**config.mk**
```make
export PLATFORM = sky130hd
export DESIGN_NAME = sad_match
export DESIGN_NICKNAME = d
export VERILOG_FILES = /design/src/rtl/sad_match_pkg.sv /design/src/rtl/sad_match_row4.sv /design/src/rtl/sad_match.sv
export SDC_FILE = /design/constraint.sdc
export NUM_CORES = 1
export LEC_CHECK = 0
export ABC_AREA = 0
export CAP_MARGIN = 20
export CORE_UTILIZATION = 59
export DETAILED_ROUTE_END_ITERATION = 7
export HOLD_SLACK_MARGIN = 0.03
export PLACE_DENSITY = 0.76
export SYNTH_ARGS = -nofsm -noshare
export SYNTH_HDL_FRONTEND = slang
export SYNTH_HIERARCHICAL = 1
export SYNTH_SLANG_ARGS = --single-unit
```
**constraint.sdc**
```tcl
create_clock -name clk -period 5.89 [get_ports clk]
set_input_delay 1.178 -clock clk [delete_from_list [all_inputs] [get_ports clk]]
set_output_delay 1.178 -clock clk [all_outputs]
set_load 0.02 [all_outputs]
```
**src/rtl/sad_match_pkg.sv**
```systemverilog
// Shared widths, FSM state type and pixel helper for the sad_match block.
package sad_match_pkg;

    localparam int PIX_W  = 8;
    localparam int SAD_W  = 12;
    localparam int ROW_W  = 10;
    localparam int N_CAND = 4;
    localparam int N_SRH  = 7;

    typedef enum logic [1:0] {
        IDLE = 2'd0,
        ACC  = 2'd1,
        DONE = 2'd2
    } state_e;

    function automatic logic [PIX_W-1:0] abs_diff(input logic [PIX_W-1:0] a,
                                                  input logic [PIX_W-1:0] b);
        return (a >= b) ? (a - b) : (b - a);
    endfunction

endpackage

```
**src/rtl/sad_match_row4.sv**
```systemverilog
// One candidate: registers four absolute pixel differences and sums them into a row SAD.
module sad_row4
    import sad_match_pkg::*;
(
    input  logic                 clk,
    input  logic                 rst_n,
    input  logic                 en_i,
    input  logic [4*PIX_W-1:0]   ref_pix_i,
    input  logic [4*PIX_W-1:0]   srh_pix_i,
    output logic [ROW_W-1:0]     row_sad_o
);

    logic [PIX_W-1:0] ad_q [4];

    always_ff @(posedge clk or negedge rst_n) begin
        if (!rst_n) begin
            for (int i = 0; i < 4; i++) ad_q[i] <= '0;
        end else if (en_i) begin
            for (int i = 0; i < 4; i++)
                ad_q[i] <= abs_diff(ref_pix_i[i*PIX_W +: PIX_W], srh_pix_i[i*PIX_W +: PIX_W]);
        end
    end

    always_comb begin
        row_sad_o = '0;
        for (int i = 0; i < 4; i++) row_sad_o = row_sad_o + ROW_W'(ad_q[i]);
    end

endmodule

```
**src/rtl/sad_match.sv**
```systemverilog
// Block-matching SAD engine: 4 candidate offsets, 3-stage pipe, best offset per block.
// Optional static-block detection is compiled in with SAD_STATIC_EN.
//
// state | meaning
// IDLE  | no rows of a block received
// ACC   | 1..BLK_ROWS-1 rows received
// DONE  | final row of the block is in the pipe
module sad_match
    import sad_match_pkg::*;
#(
    parameter int               BLK_ROWS   = 4,
    parameter logic [SAD_W-1:0] STATIC_THR = 12'd16
) (
    input  logic             clk,
    input  logic             rst_n,
    input  logic             vsync_start,
    input  logic             ref_vld,
    input  logic [PIX_W-1:0] ref0,
    input  logic [PIX_W-1:0] ref1,
    input  logic [PIX_W-1:0] ref2,
    input  logic [PIX_W-1:0] ref3,
    input  logic             srh_vld,
    input  logic [PIX_W-1:0] srh0,
    input  logic [PIX_W-1:0] srh1,
    input  logic [PIX_W-1:0] srh2,
    input  logic [PIX_W-1:0] srh3,
    input  logic [PIX_W-1:0] srh4,
    input  logic [PIX_W-1:0] srh5,
    input  logic [PIX_W-1:0] srh6,
    output logic             mv_vld,
    output logic [1:0]       mv_off,
    output logic [SAD_W-1:0] sad_min,
    output logic             static_flag,
    output logic             sync_err
);

    localparam logic [1:0] LAST_ROW = 2'(BLK_ROWS - 1);

    logic [4*PIX_W-1:0]     ref_bus;
    logic [N_SRH*PIX_W-1:0] srh_bus;
    logic                   beat;

    assign ref_bus = {ref3, ref2, ref1, ref0};
    assign srh_bus = {srh6, srh5, srh4, srh3, srh2, srh1, srh0};
    assign beat    = ref_vld && srh_vld && !vsync_start;

    state_e     state_q, state_d;
    logic [1:0] cnt_q, cnt_d;
    logic       first_row, last_row;
    logic       sync_err_q, sync_err_d;

    always_comb begin
        state_d    = state_q;
        cnt_d      = cnt_q;
        first_row  = (state_q != ACC);
        last_row   = (cnt_q == LAST_ROW);
        sync_err_d = sync_err_q | (ref_vld ^ srh_vld);
        if (vsync_start) begin
            state_d    = IDLE;
            cnt_d      = '0;
            sync_err_d = 1'b0;
        end else if (beat) begin
            if (last_row) begin
                state_d = DONE;
                cnt_d   = '0;
            end else begin
                state_d = ACC;
                cnt_d   = cnt_q + 2'd1;
            end
        end else if (state_q == DONE) begin
            state_d = IDLE;
        end
    end

    always_ff @(posedge clk or negedge rst_n) begin
        if (!rst_n) begin
            state_q    <= IDLE;
            cnt_q      <= '0;
            sync_err_q <= 1'b0;
        end else begin
            state_q    <= state_d;
            cnt_q      <= cnt_d;
            sync_err_q <= sync_err_d;
        end
    end

    // Stage 1: absolute differences, one sad_row4 per candidate offset.
    logic [ROW_W-1:0] row_sad [N_CAND];
    logic             s1_vld_q, s1_first_q, s1_last_q;

    for (genvar k = 0; k < N_CAND; k++) begin : g_cand
        sad_row4 u_row (
            .clk       (clk),
            .rst_n     (rst_n),
            .en_i      (beat),
            .ref_pix_i (ref_bus),
            .srh_pix_i (srh_bus[k*PIX_W +: 4*PIX_W]),
            .row_sad_o (row_sad[k])
        );
    end

    always_ff @(posedge clk or negedge rst_n) begin
        if (!rst_n) begin
            s1_vld_q   <= 1'b0;
            s1_first_q <= 1'b0;
            s1_last_q  <= 1'b0;
        end else begin
            s1_vld_q   <= beat;
            s1_first_q <= first_row;
            s1_last_q  <= last_row;
        end
    end

    // Stage 2: per-candidate accumulators; the first row of a block loads.
    logic [SAD_W-1:0] acc_q [N_CAND];
    logic [SAD_W-1:0] acc_d [N_CAND];
    logic             s2_vld_q, s2_vld_d;

    always_comb begin
        s2_vld_d = 1'b0;
        for (int k = 0; k < N_CAND; k++) acc_d[k] = acc_q[k];
        if (vsync_start) begin
            for (int k = 0; k < N_CAND; k++) acc_d[k] = '0;
        end else if (s1_vld_q) begin
            s2_vld_d = s1_last_q;
            for (int k = 0; k < N_CAND; k++)
                acc_d[k] = (s1_first_q ? '0 : acc_q[k]) + SAD_W'(row_sad[k]);
        end
    end

    always_ff @(posedge clk or negedge rst_n) begin
        if (!rst_n) begin
            s2_vld_q <= 1'b0;
            for (int k = 0; k < N_CAND; k++) acc_q[k] <= '0;
        end else begin
            s2_vld_q <= s2_vld_d;
            for (int k = 0; k < N_CAND; k++) acc_q[k] <= acc_d[k];
        end
    end

    // Stage 3: minimum search, strict compare so ties keep the lower offset.
    logic [SAD_W-1:0] best_sad;
    logic [1:0]       best_off;
    logic             s3_vld_q;
    logic [SAD_W-1:0] s3_sad_q;
    logic [1:0]       s3_off_q;

    always_comb begin
        best_sad = acc_q[0];
        best_off = 2'd0;
        for (int k = 1; k < N_CAND; k++) begin
            if (acc_q[k] < best_sad) begin
                best_sad = acc_q[k];
                best_off = 2'(k);
            end
        end
    end

    logic             mv_vld_q;
    logic [1:0]       mv_off_q;
    logic [SAD_W-1:0] sad_min_q;

    always_ff @(posedge clk or negedge rst_n) begin
        if (!rst_n) begin
            s3_vld_q  <= 1'b0;
            s3_sad_q  <= '0;
            s3_off_q  <= '0;
            mv_vld_q  <= 1'b0;
            mv_off_q  <= '0;
            sad_min_q <= '0;
        end else begin
            s3_vld_q <= s2_vld_q && !vsync_start;
            mv_vld_q <= s3_vld_q && !vsync_start;
            if (s2_vld_q) begin
                s3_sad_q <= best_sad;
                s3_off_q <= best_off;
            end
            if (s3_vld_q && !vsync_start) begin
                mv_off_q  <= s3_off_q;
                sad_min_q <= s3_sad_q;
            end
        end
    end

`ifdef SAD_STATIC_EN
    logic s3_static_q, static_q;

    always_ff @(posedge clk or negedge rst_n) begin
        if (!rst_n) begin
            s3_static_q <= 1'b0;
            static_q    <= 1'b0;
        end else begin
            if (s2_vld_q) s3_static_q <= (acc_q[0] <= STATIC_THR);
            if (s3_vld_q && !vsync_start) static_q <= s3_static_q;
        end
    end

    assign static_flag = static_q;
`else
    assign static_flag = 1'b0;
`endif

    assign mv_vld   = mv_vld_q;
    assign mv_off   = mv_off_q;
    assign sad_min  = sad_min_q;
    assign sync_err = sync_err_q;

endmodule

```
==> run_results.csv, run 1 <==
group,metric,value,unit
routing,initialDrtViolationCount,1320,
routing,routedWlPerCell,19.1,microns
clock_tree,clk_path_buf_depth,3,
die,coreArea,40100,sq um
clock_tree,clk_latency,0.54,ns
timing,finalHoldViolations,0,
worst_setup_path,crit_path_end_kind,"flop",
finish,fin_nets,3340,
timing,min_period_over_period,96.5,%
die,io_pins,110,
routing,ant_nets,0,
yosys,syn_inst,2748,
yosys,synthDistinctLibCells,59,
worst_setup_path,crit_type,"reg2reg",
placed_design,portBuffers,108,
timing,hold_slack,0.467,ns
timing,fin_ws,0.209,ns
finish,regArea,5380,sq um
yosys,syn-cell-area,24300,sq um
yosys,ys_seq_elements,215,
timing,maxSlewHeadroom,32.8,%
timing,worst_pin_slew,1.01,ns
routing,wirelength,63600,microns
clock_tree,numClockSinks,215,
clock_tree,cts_tree,"yes",
timing,finalMaxSlewViolations,0,
worst_setup_path,crit_fanout,12,
yosys,synthesis.nets,3292,
worst_hold_path,holdCritPathClass,"reg2reg",
die,die_w,205,microns
global_routing,antenna_found_initial,0,
timing,setup_viol,0,
power_and_ir_drop,vdd_drop_max,0.000578,V
timing,fmax,176,MHz
global_routing,grt_max_degree,107,
yosys,yosys.area.top_type,"dfrtp_1",
clock_tree,cts_inserted_buffers,25,
power_and_ir_drop,p_per_area,574,nW/um^2
status,status,"finished, final reports clean",
die,rows,73,
yosys,synth_area_leaders,"dfrtp_1 22%, ha_1 18%, fa_1 8.3%",
yosys,yosys_warnings,6,
yosys,syn_avg_cell_area,8.83,sq um
timing,period_needed,5.68,ns
global_routing,grt_pass1_vias,19207,
clock_tree,htreeDepth,1,
global_routing,overflow,0,
finish,final_core_util,66.6,%
worst_setup_path,worstSetupStartpointType,"flop",
routing,route.detailed.drc,0,
routing,vias_per_cell,5.87,
die,fp.dieH,205,microns
yosys,synthFlopType,"dfrtp_1",
global_routing,grt_usage,30.5,%
finish,area_delta_synth_final,10.1,%
die,start_util,60.5,%
routing,firstDrtPassIters,5,
routing,via_count,19582,
clock_tree,clk_pin_slew,0.06,ns
worst_setup_path,cp.required,6.34,ns
finish,layout_commonest_cell,"inv_1",
yosys,async_reset_ff_share,100,%
placed_design,gp_congestion,0.943,
worst_setup_path,cp.arrival,6.13,ns
placed_design,pre_cts_ws,0.0894,ns
placed_design,dp.cells,3278,
finish,layout_common_cells,"425 x inv_1, 350 x ha_1, 242 x a21oi_1",
yosys,yosysTopAreaCellShare,22.2,%
finish,num-fill-cells,3335,
finish,final_layout_size_suffix_gt1_share,6.26,%
yosys,seq_area_frac_synth,22.2,%
yosys,synth-edff-count,0,
timing,finalClockSkew,0.0237,ns
placed_design,place_hpwl,50400,microns
finish,antenna_cells,0,
clock_tree,root_buffer,"clkbuf_16",
power_and_ir_drop,total_leakage_power,13.9,nW
flow_run,maxCapViolCount,0,
finish,fin_cells,3338,
finish,multi_input_area,16800,sq um
global_routing,grt_pass1_wl,101000,microns
timing,fin_setup_tns,0,ns
die,die_area,41900,sq um
[cell type report]
cell class,instances,share of cell area (%)
Timing Repair Buffer,142,5.13
Clock buffer,33,2.68
Multi-Input combinational cell,1987,63.0
Clock inverter,11,0.619
Sequential cell,215,20.2
Inverter,425,5.98
Tap cell,525,2.46
[cell usage after synthesis, drive strengths merged (3+ instances only)]
cell	n
xor2	44
nor3b	4
inv	425
a211oi	43
o211ai	13
a21o	143
ha	351
fa	100
o21ai	100
a31oi	89
or2	4
and4	6
mux2	20
mux2i	174
and2	5
nand2b	15
nand2	96
nor2b	55
nand3	14
o41ai	4
nor2	210
o21a	4
buf	46
and3	7
a21oi	249
nand4	36
xnor2	104
o21bai	5
o31ai	3
a311oi	9
a21boi	7
nand3b	37
o221ai	3
a221oi	16
nor3	9
dfrtp	215
clkbuf	78
[cell families (layout without fill, tap and decap cells)]
family	count (synthesis)	after routing	synth area share, %
muxes	194	194	8.13
buffers and inverters	549	611	9.09
other	1	1	0.0155
adders and majority gates	451	451	26.4
and+or+nand+nor	498	498	9.91
AOI/OAI and AO/OA	692	695	19.0
DFF	215	215	22.2
xor gates and xnor gates	148	148	5.34
[power by group]
part	leakage (nW)	total [W]	switching [W]	internal, W
sequential	2.61	0.00212	0.000301	0.00182
clock	0.435	0.00166	0.000638	0.00103
combinational	10.9	0.0115	0.00652	0.00502
[metrics by stage]
step | instance area, sq um | total power, W
2_1_floorplan | 24300 | 0.0103
4_1_cts | 26500 | 0.0146
3_5_place_dp | 25600 | 0.0128
3_3_place_gp | 25600 | 0.0124
5_1_grt | 26700 | 0.0167
6_report | 26700 | 0.0153
[registers in the layout, indices dropped and copies added, names as in the netlist, 2 cells and up]
name               cells
s3_sad_q              12
mv_off                 2
g_cand.u_row/ad_q    128
cnt_q                  2
acc_q                 48
sad_min               12
s3_off_q               2
state_q                2
[worst paths after layout]
check                      startpoint                        to  slack, ns  depth (start not counted)
min in group asynchronous       rst_n                 acc_q[43]       0.70                          1
min                        state_q[1]                s1_first_q       0.47                          1
max in group asynchronous       rst_n  g_cand[3].u_row/ad_q[25]       3.88                          2
max reg2reg                 acc_q[37]              s3_sad_q[11]       0.21                         27
min reg2reg                state_q[1]                s1_first_q       0.47                          1
max                         acc_q[37]              s3_sad_q[11]       0.21                         27
[what timing repair did]
action	CTS	global route
buffers inserted	0	12
hold buffers	0	0
setup endpoints to repair	0	14
resized for setup	0	18
[per-layer routing]
layer	routed length [microns]	GRT usage, %	up-vias
met5	0	0	-
met4	2040	9.70	0
met3	3400	3.12	102
met2	29200	49.5	499
met1	29100	42.7	9531
li1	-	-	9450
[worst max-delay path, cell delays in order, from the launching register on]
cell and delay [ns]:
dfrtp_1 0.38, inv_1 0.09, ha_1 0.16, nand2b_1 0.10, o221ai_1 0.16, a211oi_4 0.48, o221ai_2 0.21, buf_4 0.18
buf_4 0.13, a21oi_2 0.22, ha_4 0.25, a21oi_1 0.15, nand2_1 0.12, a221oi_4 0.32, nand3_1 0.14, mux2_4 0.31
and2_4 0.21, a21o_1 0.21, ha_1 0.30, a21o_1 0.19, a21o_1 0.17, a21o_1 0.18, a21oi_2 0.14, nand3_1 0.10
o21ai_2 0.23, clkbuf_4 0.24, a31oi_1 0.09, o21ai_1 0.12
(Power assumes the default switching activity.)
==> run 2: changes to the inputs <==
SLEW_MARGIN = 10   (was unset)
==> results of run 2 <==
Same layout as run 1: the final DEF is identical, and so are final timing and power.
